[src/rtl/iomem_arbiter.sv]
// Two-master round-robin arbiter/sequencer for the shared iomem bus.
// One access at a time: IDLE grants, BUS holds the request, RESP returns the response.
module iomem_arbiter #(
  parameter int unsigned TIMEOUT_CYCLES = 64,
  parameter logic [31:0] ERR_RDATA      = 32'hDEAD_BEEF
) (
  input  logic        clk_i,
  input  logic        rst_ni,
  input  logic        m0_valid_i,
  input  logic [31:0] m0_addr_i,
  input  logic [31:0] m0_wdata_i,
  input  logic [3:0]  m0_wstrb_i,
  output logic        m0_ready_o,
  output logic [31:0] m0_rdata_o,
  output logic        m0_err_o,
  input  logic        m1_valid_i,
  input  logic [31:0] m1_addr_i,
  input  logic [31:0] m1_wdata_i,
  input  logic [3:0]  m1_wstrb_i,
  output logic        m1_ready_o,
  output logic [31:0] m1_rdata_o,
  output logic        m1_err_o,
  output logic        iomem_valid,
  input  logic        iomem_ready,
  output logic [31:0] iomem_addr,
  output logic [31:0] iomem_wdata,
  output logic [3:0]  iomem_wstrb,
  input  logic [31:0] iomem_rdata
);

  localparam int unsigned CntW = $clog2(TIMEOUT_CYCLES);
  localparam logic [CntW-1:0] CntLast = CntW'(TIMEOUT_CYCLES - 1);

  localparam logic [1:0] S_IDLE = 2'd0;
  localparam logic [1:0] S_BUS  = 2'd1;
  localparam logic [1:0] S_RESP = 2'd2;

  logic [1:0]      state_q, state_d;
  logic            last_grant_q, last_grant_d;
  logic            grant_q, grant_d;
  logic [CntW-1:0] cnt_q, cnt_d;
  logic            valid_q, valid_d;
  logic [31:0]     addr_q, addr_d;
  logic [31:0]     wdata_q, wdata_d;
  logic [3:0]      wstrb_q, wstrb_d;
  logic [31:0]     resp_q, resp_d;
  logic            rdy0_q, rdy0_d, rdy1_q, rdy1_d;
  logic            err0_q, err0_d, err1_q, err1_d;
  logic            pick;
  logic            done;
  logic            timeout;

  // On a tie the port that did not win last time is served; otherwise the lone requester.
  assign pick = (m0_valid_i && m1_valid_i) ? ~last_grant_q : m1_valid_i;

  always_comb begin
    state_d      = state_q;
    last_grant_d = last_grant_q;
    grant_d      = grant_q;
    cnt_d        = cnt_q;
    valid_d      = valid_q;
    addr_d       = addr_q;
    wdata_d      = wdata_q;
    wstrb_d      = wstrb_q;
    resp_d       = resp_q;
    rdy0_d       = 1'b0;
    rdy1_d       = 1'b0;
    err0_d       = 1'b0;
    err1_d       = 1'b0;
    done         = 1'b0;
    timeout      = 1'b0;
    case (state_q)
      S_IDLE: begin
        if (m0_valid_i || m1_valid_i) begin
          grant_d      = pick;
          last_grant_d = pick;
          addr_d       = pick ? m1_addr_i  : m0_addr_i;
          wdata_d      = pick ? m1_wdata_i : m0_wdata_i;
          wstrb_d      = pick ? m1_wstrb_i : m0_wstrb_i;
          cnt_d        = '0;
          valid_d      = 1'b1;
          state_d      = S_BUS;
        end
      end
      S_BUS: begin
        // Ready wins over a timeout landing in the same cycle.
        if (iomem_ready) begin
          resp_d = iomem_rdata;
          done   = 1'b1;
        end else if (cnt_q == CntLast) begin
          resp_d  = ERR_RDATA;
          timeout = 1'b1;
          done    = 1'b1;
        end else begin
          cnt_d = cnt_q + CntW'(1);
        end
        if (done) begin
          valid_d = 1'b0;
          rdy0_d  = ~grant_q;
          rdy1_d  = grant_q;
          err0_d  = ~grant_q & timeout;
          err1_d  = grant_q & timeout;
          state_d = S_RESP;
        end
      end
      S_RESP: state_d = S_IDLE;
      default: begin
        valid_d = 1'b0;
        state_d = S_IDLE;
      end
    endcase
  end

  always_ff @(posedge clk_i or negedge rst_ni) begin
    if (!rst_ni) begin
      state_q      <= S_IDLE;
      last_grant_q <= 1'b1;
      grant_q      <= 1'b0;
      cnt_q        <= '0;
      valid_q      <= 1'b0;
      addr_q       <= '0;
      wdata_q      <= '0;
      wstrb_q      <= '0;
      resp_q       <= '0;
      rdy0_q       <= 1'b0;
      rdy1_q       <= 1'b0;
      err0_q       <= 1'b0;
      err1_q       <= 1'b0;
    end else begin
      state_q      <= state_d;
      last_grant_q <= last_grant_d;
      grant_q      <= grant_d;
      cnt_q        <= cnt_d;
      valid_q      <= valid_d;
      addr_q       <= addr_d;
      wdata_q      <= wdata_d;
      wstrb_q      <= wstrb_d;
      resp_q       <= resp_d;
      rdy0_q       <= rdy0_d;
      rdy1_q       <= rdy1_d;
      err0_q       <= err0_d;
      err1_q       <= err1_d;
    end
  end

  assign iomem_valid = valid_q;
  assign iomem_addr  = addr_q;
  assign iomem_wdata = wdata_q;
  assign iomem_wstrb = wstrb_q;
  assign m0_ready_o  = rdy0_q;
  assign m1_ready_o  = rdy1_q;
  assign m0_err_o    = err0_q;
  assign m1_err_o    = err1_q;
  assign m0_rdata_o  = resp_q;
  assign m1_rdata_o  = resp_q;

endmodule

[config.mk]
export PLATFORM = sky130hd
export DESIGN_NAME = iomem_arbiter
export DESIGN_NICKNAME = d
export VERILOG_FILES = /design/src/rtl/iomem_arbiter.sv
export SDC_FILE = /design/constraint.sdc
export NUM_CORES = 1
export LEC_CHECK = 0
export CAP_MARGIN = 5
export CORE_AREA = 2 2 122 124
export DETAILED_ROUTE_END_ITERATION = 6
export DIE_AREA = 0 0 124 126
export DONT_BUFFER_PORTS = 1
export GPL_ROUTABILITY_DRIVEN = 0
export PLACE_DENSITY = 0.54
export SYNTH_ARGS = -nofsm -noshare
export SYNTH_HDL_FRONTEND = slang
export SYNTH_SLANG_ARGS = --single-unit
[constraint.sdc]
create_clock -name clk_i -period 4.8 [get_ports clk_i]
set_clock_uncertainty 0.05 [all_clocks]
set_input_delay 0.96 -clock clk_i [delete_from_list [all_inputs] [get_ports clk_i]]
set_output_delay 0.96 -clock clk_i [all_outputs]
set_load 0.03 [all_outputs]
======== Word-level counts from Yosys, hierarchy flattened ========
Index checks and enable logic that the tools add are counted.
operators by class
  reduce and logical (&&, ||, !) cells .... 10
  bitwise operators ....................... 5
  $add $sub $neg .......................... 1
  equality and inequality tests ........... 7
  multiplexer cells ....................... 29
operator list
  cell                                           number
  2-to-1 mux 32 bit                              4
  2-to-1 mux 6 bit                               3
  2-to-1 mux 1 bit                               16
  one-hot mux 6 bit (2 select lines)             1
  inequality test 2 bit, second input constant   4
  adder 6 x 1 -> 6 bit, second input constant    1
  == test 6 bit, second input constant           1
  AND reduction 2 bit                            3
  2-to-1 mux 2 bit                               2
  2-to-1 mux 4 bit                               1
  one-hot mux 2 bit (2 select lines)             1
  AND reduction 4 bit                            1
  nonzero test 2 bit                             2
  inverter 1 bit                                 3
  one-hot mux 1 bit (3 select lines)             1
  AND reduction 3 bit                            1
  bitwise AND 1 bit                              2
  == test 2 x 1 -> 1 bit, second input constant  1
  == test 2 bit, second input constant           1
  logical NOT 2 bit                              1
  logical AND 1 bit                              1
  logical OR 1 bit                               1
storage, ports and cells
  register bits ........................... 115
  output and inout bits ................... 137
  input port bits ......................... 173

======== Logic depth before layout (Yosys ltp) ========
  word-level depth ........................ 7
  mapped depth ............................ 7
  gate-level depth less buffers ........... 6

======== Least setup slack after synthesis ========
No wires, ideal clock.
  path type ............................... input port to flip-flop
  start point ............................. in m1_valid_i
  end point ............................... reg wdata_q[13] (netlist: iomem_wdata[13])
  data arrival time ....................... 1.763 ns
  stages .................................. 6
  slack ................................... 2.861 ns
  required time ........................... 4.624 ns
  path through ............................ a21boi_1 > buf_4 > buf_8 > buf_8 > mux2i_1 > a21oi_1
between the ends
  word-level cells in the longest chain between the ends .. 3
RTL lines
  item                  line  text
  start, declared       16    input logic m1_valid_i,
  logical AND 1 bit     54    assign pick = (m0_valid_i && m1_valid_i) ? ~last_grant_q : m1_valid_i;
  2-to-1 mux 1 bit      54
  2-to-1 mux 32 bit     78    wdata_d = pick ? m1_wdata_i : m0_wdata_i;
  end signal, assigned  136   wdata_q <= wdata_d;
  end, declared         44    logic [31:0] wdata_q, wdata_d;
Several ways; a longest one is shown, not always the timed one.
A chain may end at the register's enable or synchronous reset.

======== Final worst setup path ========
  start point ............................. reg state_q[0]
  end point ............................... reg wdata_q[31] (netlist: iomem_wdata[31])
between the ends
  word-level cells in the longest chain between the ends .. 2
RTL lines
  item                                  line  text
  start, declared                       38    logic [1:0] state_q, state_d;
  start signal, assigned                130   state_q <= state_d;
  logical NOT 2 bit                     72    case (state_q)
  AND reduction 2 bit (no source line)  -
Every way passes these cells.

==> results.py <==
metrics = {
    "setup_path": {
        "crit_path_start_kind": "register",
        "critical_path_class": "reg -> reg",
        "reg2reg_slack_ps": 2380,
        "r2r_cells": 5,
        "rr_endpoint": "iomem_wdata[31]$_DFFE_PN0P_",
        "crit_end": "iomem_wdata[31]$_DFFE_PN0P_",
        "r2r-start": "state_q[0]$_DFFE_PN0P_",
        "slowest_delay_ps": 810,
        "crit_start": "state_q[0]$_DFFE_PN0P_",
        "cp.required_ps": 5070,
        "cp_max_fo": 98,
        "worstPathCellList": "nor2_2, o21a_4, buf_4, nor2_1, a21oi_1",
        "crit_path_end_kind": "register",
        "cp_slowest_cell": "o21a_4",
        "arrival_ps": 2690,
    },
    "clocking": {
        "post_cts_resized": 0,
        "cts_buffer_depth": 2,
        "h-tree-depth": 4,
        "cts_buffers": 17,
        "clockRootBuffer": "clkbuf_16",
        "clk_latency_ps": 410,
        "cts_setup_buffers": 0,
        "cts_hold_buf": 0,
        "clkSinkCount": 115,
        "tritoncts": "yes",
        "clkSlewWorstSetupHoldPaths_ps": 50,
    },
    "timing": {
        "rsz0062_at_grt": "false",
        "final-setup-viol-count": 0,
        "min_period_ps": 2420,
        "max_freq_mhz": 414,
        "hold_viol_final": 0,
        "period_share_pct": 50.4,
        "tightest_slew_ps": 1010,
        "tns_ps": 0,
        "slew_viol_final": 0,
        "slew_headroom_pct": 32.5,
    },
    "logic_synthesis": {
        "synth_top_area_share_pct": 54.3,
        "synth_top_cell_by_area": "dfrtp_1",
        "ys_seq_elements": 115,
        "async_flop_share_pct": 100,
        "synthCells": 472,
        "synth.cell_area_um2": 5250,
        "synth_flop_cell": "dfrtp_1",
        "synthTopCellsByCount": "dfrtp_1, nor2_1, a21oi_1",
        "synth_edf_count": 0,
        "synth_fp_nets": 646,
        "ys_seq_area_share_pct": 54.8,
        "ys_top_cells_by_area": "dfrtp_1, mux2i_1, a21oi_1",
        "synth_cell_type_count": 39,
        "synth.most_common_cell": "dfrtp_1",
        "synth-warning-count": 0,
        "syn_avg_cell_area_um2": 11.1,
    },
    "die": {
        "die_area_um2": 15600,
        "core_um2": 14300,
        "initial_utilization_pct": 36.7,
        "ios": 310,
        "die_h_um": 126,
        "rows": 44,
        "dieWidth_um": 124,
    },
    "finish": {
        "drive_above_1_share_pct": 9.03,
        "diodes": 0,
        "register_area_um2": 2880,
        "final_nets": 604,
        "nFillCells": 1382,
        "area_growth_pct": 7.29,
        "multi_input_area_um2": 1910,
    },
    "run": {
        "cap_violations": 0,
    },
    "drt": {
        "drt_iter0_drc": 228,
        "ant_nets": 0,
        "routedWlPerCell_um": 19.2,
        "vias": 3359,
        "drt-vias-per-instance": 5.36,
        "drtPass1Iterations": 4,
        "drt-total-wl_mm": 12.0,
        "drc": 0,
    },
    "global_routing": {
        "grt_pass1_wl_mm": 17.5,
        "grt_use_total_pct": 15.1,
        "antenna_found_initial": 0,
        "overflow": 0,
        "grt_start_max_net_pins": 116,
        "grt_pass1_vias": 3319,
    },
    "power": {
        "irDropWorstVdd_mv": 0.476,
        "total_power_w": 0.00484,
        "powerDensity_nw_per_um2": 859,
        "power.static_leakage_nw": 2.35,
    },
    "place": {
        "io_buffer_count": 0,
        "hpwl_mm": 8.50,
    },
    "status": {
        "run_status": "finished, final reports clean",
    },
    "hold_path": {
        "min_path_type": "in -> async",
    },
}
## cells in the final DEF, fill, tap and decap left out, drive strengths merged
| cell type | n |
|---|---|
| nor2 | 76 |
| inv | 3 |
| dfrtp | 114 |
| nor2b | 2 |
| or3 | 1 |
| a22o | 8 |
| o22a | 24 |
| nor4bb | 1 |
| o21ai | 7 |
| a211oi | 1 |
| nor3 | 2 |
| a21oi | 72 |
| nand4 | 2 |
| clkinv | 7 |
| a211o | 1 |
| o31a | 1 |
| a21boi | 1 |
| nand2b | 1 |
| nand2 | 6 |
| ha | 1 |
| and3 | 4 |
| buf | 3 |
| dfstp | 1 |
| o211ai | 2 |
| mux2i | 69 |
| nand3 | 3 |
| clkbuf | 21 |
| a31oi | 3 |
| and2 | 1 |
| bufinv | 3 |
| clkinvlp | 1 |
| o21a | 1 |
## metrics by stage
step           instance area (µm²)  util (%)  instances  hold WS (ps)  setup slack, ps
6_report                      5630      39.4        627           194             2380
4_1_cts                       5630      39.4        627           172             2350
3_3_place_gp                  5060      35.3        595           408             2260
3_5_place_dp                  5060      35.3        595           423             2200
2_1_floorplan                 5250         -        472           365             2860
5_1_grt                       5630      39.4        627           164             2120
## cells by family (layout without fill, tap and decap cells)
family,count (synthesis),count (layout),synth area share (%)
mux,69,69,13.2
simple gates,99,99,8.17
flops,115,115,54.8
compound gates,121,121,14.5
buf+inv,67,38,9.13
fa+ha+maj,1,1,0.238
## flip-flops by register name, indices dropped and copies added (netlist names), 2 cells and up
signal       count
m0_rdata_o      32
iomem_wstrb      4
cnt_q            6
iomem_wdata     32
state_q          2
iomem_addr      32
## worst min path at each step
stage / from / end / slack (ps)
floorplan: grant_q$_DFFE_PN0P_ / m0_ready_o$_DFF_PN0_ / 370
global placement: grant_q$_DFFE_PN0P_ / m0_ready_o$_DFF_PN0_ / 410
detailed placement: grant_q$_DFFE_PN0P_ / m0_ready_o$_DFF_PN0_ / 420
CTS: rst_ni / m0_rdata_o[13]$_DFFE_PN0P_ / 170
global route: rst_ni / m0_rdata_o[21]$_DFFE_PN0P_ / 160
finish: rst_ni / m0_rdata_o[21]$_DFFE_PN0P_ / 190
## layout make-up
class	count	area share, %
clock buffer	21	7.82
clock inverter	11	2.42
inverter	3	0.244
multi-input combinational	290	33.9
sequential	115	51.1
tap	184	4.09
timing repair buffer	3	0.400
## per-layer routing
metal | vias to the layer above | wire length, µm | global-route usage [%]
met2 | 210 | 6130 | 25.5
met1 | 1588 | 4500 | 16.4
li1 | 1551 | - | -
met3 | 10 | 1260 | 6.66
met4 | 0 | 138 | 6.28
met5 | - | 0 | 0
## worst max-delay path, delay by kind of cell (launching register included)
kind | cells | cell delay [ps]
AOI/OAI and AO/OA | 2 | 950
buffers and inverters | 1 | 490
and+or+nand+nor | 2 | 320
DFF | 1 | 500
## report_power, final
group	total (W)	switching, W	internal (W)
combinational	0.000738	0.000393	0.000344
clock	0.00123	0.000424	0.000809
sequential	0.00287	0.00148	0.00139
total	0.00484	0.00230	0.00254
(Power assumes the default switching activity.)
